$ cat src/rtl/aes_pkg.sv
// Shared AES types: byte-matrix block, round count, add-round-key FSM states.
// Latency: n/a (types and constants only).
// Backpressure: n/a.
package aes_pkg;

    // 16-byte AES state or round key, indexed [row][col][bit].
    typedef logic [3:0][3:0][7:0] aes_block_t;

    // AES-128 uses rounds 0..10; round 0 is the initial key whitening.
    localparam int NUM_ROUNDS_AES128 = 10;

    typedef enum logic [2:0] {
        IDLE,
        REQ_KEY,
        XOR,
        OUT,
        ERR
    } ark_state_t;

endpackage

$ cat src/rtl/aes_add_round_key_if.sv
// Bus bundle for the add-round-key stage: state in, key request/response, state out.
// Latency: n/a (wires only).
// Backpressure: valid/rdy on state_in and state_out, key_req/key_rdy towards the key expander.
interface aes_add_round_key_if;
    import aes_pkg::*;

    aes_block_t state_in;
    logic       state_in_valid;
    logic [3:0] round_no;
    logic       state_in_rdy;

    logic       key_req;
    logic [3:0] key_sel;
    logic       key_rdy;
    aes_block_t round_key;

    aes_block_t state_out;
    logic       state_out_valid;
    logic       state_out_rdy;
    logic       err;

    // Block side.
    modport slave (
        input  state_in, state_in_valid, round_no, key_rdy, round_key, state_out_rdy,
        output state_in_rdy, key_req, key_sel, state_out, state_out_valid, err
    );

    // Upstream / key expander / downstream side.
    modport master (
        output state_in, state_in_valid, round_no, key_rdy, round_key, state_out_rdy,
        input  state_in_rdy, key_req, key_sel, state_out, state_out_valid, err
    );

endinterface

$ cat src/rtl/aes_add_round_key.sv
// AES AddRoundKey stage: fetch round key for the accepted state, XOR all 16 bytes, hand result on.
// Latency: accept at cycle 0, key_req from cycle 1, key_rdy seen at cycle k -> state_out_valid at k+2.
// Backpressure: accepts one state at a time; result held stable until state_out_rdy; key wait bounded by KEY_TIMEOUT.
module aes_add_round_key
    import aes_pkg::*;
#(
    parameter int NUM_ROUNDS  = NUM_ROUNDS_AES128,
    parameter int KEY_TIMEOUT = 16
) (
    input  logic                clk,
    input  logic                resetn,
    aes_add_round_key_if.slave  bus
);

    localparam int               CNT_W    = (KEY_TIMEOUT > 1) ? $clog2(KEY_TIMEOUT) : 1;
    localparam logic [CNT_W-1:0] CNT_LAST = CNT_W'(KEY_TIMEOUT - 1);

    ark_state_t       state_q;
    ark_state_t       state_d;
    aes_block_t       blk_q;
    aes_block_t       key_q;
    aes_block_t       out_q;
    logic [3:0]       round_q;
    logic [CNT_W-1:0] cnt_q;
    logic             round_bad;

    // Rounds above the configured maximum have no key and are rejected up front.
    assign round_bad = (32'(bus.round_no) > NUM_ROUNDS);

    // FSM state register; reset drops any operation in flight.
    always_ff @(posedge clk or negedge resetn) begin
        if (!resetn) begin
            state_q <= IDLE;
        end else begin
            state_q <= state_d;
        end
    end

    // Next state; key_rdy is checked before the timeout so a last-cycle key still wins.
    always_comb begin
        state_d = state_q;
        unique case (state_q)
            IDLE: begin
                if (bus.state_in_valid) begin
                    state_d = round_bad ? ERR : REQ_KEY;
                end
            end
            REQ_KEY: begin
                if (bus.key_rdy) begin
                    state_d = XOR;
                end else if (cnt_q == CNT_LAST) begin
                    state_d = ERR;
                end
            end
            XOR:     state_d = OUT;
            OUT: begin
                if (bus.state_out_rdy) begin
                    state_d = IDLE;
                end
            end
            ERR:     state_d = IDLE;
            default: state_d = IDLE;
        endcase
    end

    // Datapath capture and key-wait counter; the counter restarts from 0 on each entry to REQ_KEY.
    always_ff @(posedge clk or negedge resetn) begin
        if (!resetn) begin
            blk_q   <= '0;
            key_q   <= '0;
            out_q   <= '0;
            round_q <= '0;
            cnt_q   <= '0;
        end else begin
            if (state_q == IDLE && bus.state_in_valid) begin
                blk_q   <= bus.state_in;
                round_q <= bus.round_no;
            end
            if (state_q == REQ_KEY && bus.key_rdy) begin
                key_q <= bus.round_key;
            end
            if (state_q == XOR) begin
                out_q <= blk_q ^ key_q;
            end
            if (state_q != REQ_KEY) begin
                cnt_q <= '0;
            end else if (cnt_q != CNT_LAST) begin
                cnt_q <= cnt_q + 1'b1;
            end
        end
    end

    // Outputs decoded from state; everything idles at 0 and state_in_rdy is held low while in reset.
    always_comb begin
        bus.state_in_rdy    = 1'b0;
        bus.key_req         = 1'b0;
        bus.key_sel         = '0;
        bus.state_out       = '0;
        bus.state_out_valid = 1'b0;
        bus.err             = 1'b0;
        unique case (state_q)
            IDLE: bus.state_in_rdy = resetn;
            REQ_KEY: begin
                bus.key_req = 1'b1;
                bus.key_sel = round_q;
            end
            OUT: begin
                bus.state_out       = out_q;
                bus.state_out_valid = 1'b1;
            end
            ERR:     bus.err = 1'b1;
            default: ;
        endcase
    end

endmodule

$ cat src/flat_wrapper.sv
// flat-port wrapper written by rule: the top's interface ports become plain ports
module aes_add_round_key_flat import aes_pkg::*;
#(
    parameter int NUM_ROUNDS  = NUM_ROUNDS_AES128,
    parameter int KEY_TIMEOUT = 16
)
  (clk, resetn, bus_state_in, bus_state_in_valid, bus_round_no, bus_key_rdy, bus_round_key, bus_state_out_rdy, bus_state_in_rdy, bus_key_req, bus_key_sel, bus_state_out, bus_state_out_valid, bus_err);
  aes_add_round_key_if bus_i ();
  input  logic clk;
  input  logic resetn;
  input wire logic [$bits(bus_i.state_in)-1:0] bus_state_in;
  input wire logic [$bits(bus_i.state_in_valid)-1:0] bus_state_in_valid;
  input wire logic [$bits(bus_i.round_no)-1:0] bus_round_no;
  input wire logic [$bits(bus_i.key_rdy)-1:0] bus_key_rdy;
  input wire logic [$bits(bus_i.round_key)-1:0] bus_round_key;
  input wire logic [$bits(bus_i.state_out_rdy)-1:0] bus_state_out_rdy;
  output wire logic [$bits(bus_i.state_in_rdy)-1:0] bus_state_in_rdy;
  output wire logic [$bits(bus_i.key_req)-1:0] bus_key_req;
  output wire logic [$bits(bus_i.key_sel)-1:0] bus_key_sel;
  output wire logic [$bits(bus_i.state_out)-1:0] bus_state_out;
  output wire logic [$bits(bus_i.state_out_valid)-1:0] bus_state_out_valid;
  output wire logic [$bits(bus_i.err)-1:0] bus_err;
  assign bus_i.state_in = bus_state_in;
  assign bus_i.state_in_valid = bus_state_in_valid;
  assign bus_i.round_no = bus_round_no;
  assign bus_i.key_rdy = bus_key_rdy;
  assign bus_i.round_key = bus_round_key;
  assign bus_i.state_out_rdy = bus_state_out_rdy;
  assign bus_state_in_rdy = bus_i.state_in_rdy;
  assign bus_key_req = bus_i.key_req;
  assign bus_key_sel = bus_i.key_sel;
  assign bus_state_out = bus_i.state_out;
  assign bus_state_out_valid = bus_i.state_out_valid;
  assign bus_err = bus_i.err;
  aes_add_round_key #(.NUM_ROUNDS(NUM_ROUNDS), .KEY_TIMEOUT(KEY_TIMEOUT)) u_core (.clk(clk), .resetn(resetn), .bus(bus_i));
endmodule
$ cat config.mk
export PLATFORM = sky130hd
export DESIGN_NAME = aes_add_round_key_flat
export DESIGN_NICKNAME = d
export VERILOG_FILES = /design/src/rtl/aes_pkg.sv /design/src/rtl/aes_add_round_key_if.sv /design/src/rtl/aes_add_round_key.sv /design/src/flat_wrapper.sv
export SDC_FILE = /design/constraint.sdc
export NUM_CORES = 1
export LEC_CHECK = 0
export CAP_MARGIN = 5
export CORE_AREA = 5 5 195 197
export CTS_CLUSTER_DIAMETER = 30
export DETAILED_ROUTE_END_ITERATION = 16
export DIE_AREA = 0 0 200 202
export GPL_ROUTABILITY_DRIVEN = 0
export GPL_TIMING_DRIVEN = 0
export PLACE_DENSITY = 0.79
export SYNTH_ARGS = -nofsm -noshare
export SYNTH_HDL_FRONTEND = slang
export SYNTH_SLANG_ARGS = --single-unit
$ cat constraint.sdc
create_clock -name clk -period 4.6 [get_ports clk]
set_input_delay 1.15 -clock clk [delete_from_list [all_inputs] [get_ports clk]]
set_output_delay 1.15 -clock clk [all_outputs]
set_load 0.005 [all_outputs]
==> metrics.yaml <==
die:
  io_pins: 401
  rows: 70
  die_y_um: 202
  chipWidth_um: 200
  dieArea_um2: 40400
  core_um2: 36100
  start_util_pct: 47.1
hold_path:
  min_path_type: "in2async"
critical_path:
  r2r_slack_ns: 1.74
  end_kind: "output port"
  r2r-end: "u_core.out_q[95]"
  reg2reg_depth: 6
  start_kind: "input pin"
  worst-path-max-fanout: 98
  reg2reg_from: "u_core.state_q[0]"
  required_ns: 3.45
  cp_data_arrival_time_ns: 3.08
  criticalPathCategory: "in2out"
clock_tree:
  cts_max_path_buffers: 3
  cts_sinks: 395
  hold_buffers: 0
  cts_tree: "yes"
  cts_buffers: 86
  clock_tree.root_cell: "clkbuf_16"
  cts_resized: 0
  clk_pin_slew_worst_paths_ns: 0.05
  htreeDepth: 3
  clkLatencyLatePin_ns: 0.60
  post-cts-setup-buffer-count: 0
run_status:
  status: "finished, final reports clean"
grt:
  grt_max_degree: 127
  overflow: 0
  grt_pass1_wl_um: 74700
  grt_pass1_vias: 13386
  track_usage_pct: 23.9
  antenna_found_initial: 6
power_and_ir_drop:
  finalPower_uw: 19200
  p_leak_uw: 0.0104
  ir_drop_mv: 0.494
  powerDensity_nw_per_um2: 774
sta:
  rsz0062_at_grt: "no"
  timing.hold.ws_ns: 0.459
  final_hold_viol_count: 0
  setup_slack_ns: 0.368
  tightest_slew_ns: 1.11
  post-route-period-util_pct: 92.0
  setup_viol: 0
  clock.fmax_ghz: 0.236
  max_slew_margin_pct: 26.1
  maxSlewViolCount: 0
  finClkSkew_ns: 0.0189
  period_minus_slack_ns: 4.23
route:
  drtPass1Iterations: 4
  vias: 11774
  routed_wirelength_um: 48900
  via_per_inst: 5.08
  drtIter0Drc: 488
  wl_per_cell_um: 21.1
  drc: 0
  ant_nets: 0
logic_synthesis:
  ys_seq_elements: 395
  synth_cell_types: 30
  synth_fp_nets: 1549
  syn_area_um2: 17000
  synth-seq-area-share_pct: 58.1
  yosys_warnings: 0
  netlist_instances: 1283
  synth_edf_count: 0
  synth-main-ff-cell: "dfrtp_1"
  synth.avg_cell_area_um2: 13.3
  synthArstFlopShare_pct: 100
job:
  drv_cap: 0
final_layout:
  fin_nets: 2041
  drive_above_1_share_pct: 24.4
  area_delta_synth_final_pct: 45.7
  final_cells: 2317
place:
  place_inst: 2154
  place_ws_ns: 0.0826
  hpwl_um: 33000
  portBuffers: 400
[report_power, final]
group	internal [uW]	switching [uW]
clock network	4390	2000
logic	3720	2630
registers	5290	1160
total	13400	5780
[state kept, by name (all words and copies together) (netlist names)]
register	cells
u_core.state_q	3
u_core.out_q	128
u_core.blk_q	128
u_core.round_q	4
u_core.key_q	128
u_core.cnt_q	4
[cells by family (layout without fill, tap and decap cells)]
kind of cell	count (synthesis)	after routing	share of synthesized area, %
compound gates	133	133	4.01
xor+xnor	129	129	6.64
other cells	0	3	0
simple gates	288	288	8.60
mux	261	261	19.5
flops	395	395	58.1
fa+ha+maj	1	1	0.0735
buf+inv	76	639	3.10
[synthesized netlist by cell type, types with 2 or more instances]
master / instances / share of area [%]
clkbuf_1: 30 / 0.66
or3_1: 2 / 0.074
mux2_1: 10 / 0.66
nand3_1: 2 / 0.059
nand2_1: 2 / 0.044
buf_2: 25 / 0.74
buf_1: 4 / 0.088
and2_1: 134 / 4.9
buf_6: 3 / 0.20
xnor2_1: 129 / 6.6
nor3b_1: 3 / 0.13
buf_4: 2 / 0.088
nor3_1: 5 / 0.15
mux2_2: 150 / 9.9
buf_12: 11 / 1.3
a21oi_1: 129 / 3.8
nor2_1: 136 / 3.0
dfrtp_1: 395 / 58
mux2_4: 100 / 8.8
[how the worst max path moves through the flow]
| stage | start | depth (start not counted) | to |
|---|---|---|---|
| CTS | resetn | 5 | bus_state_in_rdy |
| detailed placement | resetn | 5 | bus_state_in_rdy |
| floorplan | resetn | 1 | bus_state_in_rdy |
| finish | resetn | 5 | bus_state_in_rdy |
| global placement | resetn | 1 | u_core.blk_q[40] |
| global route | resetn | 5 | bus_state_in_rdy |
[worst max-delay path: stages]
cell	delay, ns
buf_8	0.32
buf_16	0.43
buf_16	0.33
and2_1	0.18
clkdlybuf4s50_1	0.55
[metal layers]
metal / track usage, % / vias to the layer above / routed length [um] / share of wire, %
met5: 0 / - / 37 / 0.076
met4: 9.85 / 6 / 1660 / 3.4
met3: 7.28 / 125 / 3800 / 7.8
met2: 40.7 / 397 / 24700 / 51
met1: 27.9 / 5930 / 18700 / 38
li1: - / 5316 / - / -
[final cells by class]
| cell class | instances | area, um^2 |
|---|---|---|
| flip-flops and latches | 395 | 9880 |
| repair buffers | 404 | 4120 |
| inverters | 1 | 5.00 |
| multi-input cells | 812 | 6600 |
| well taps | 468 | 586 |
| fillers | 2446 | 11300 |
| clock buffers | 111 | 2420 |
| diodes | 3 | 7.51 |
| plain buffers | 75 | 522 |
| clock inverters | 48 | 652 |
[cell usage in the layout, fill, tap and decap left out, types with 2 or more instances in the layout]
cell type / instances
buf_2: 25
mux2_4: 100
clkbuf_16: 89
clkinv_2: 17
a21oi_1: 129
xnor2_1: 129
or3_1: 2
clkinv_8: 3
nor3_1: 5
clkinvlp_4: 7
buf_4: 2
nand2_1: 2
clkinv_4: 8
mux2_2: 150
clkbuf_8: 13
buf_6: 3
and2_1: 134
buf_12: 11
nor2_1: 136
mux2_1: 10
nor3b_1: 3
clkbuf_1: 40
nand3_1: 2
diode_2: 3
inv_16: 2
buf_16: 3
bufinv_16: 12
dfrtp_1: 395
clkdlybuf4s50_1: 399
buf_1: 4
[through the flow]
step	TNS, ns	cell area (um^2)	util, %
4_1_cts	0	24800	68.6
2_1_floorplan	0	17000	-
3_3_place_gp	-5800.01	21600	59.9
6_report	0	24800	68.7
5_1_grt	0	24800	68.7
3_5_place_dp	0	21700	60.1
Power figures use the tool's default switching activity.
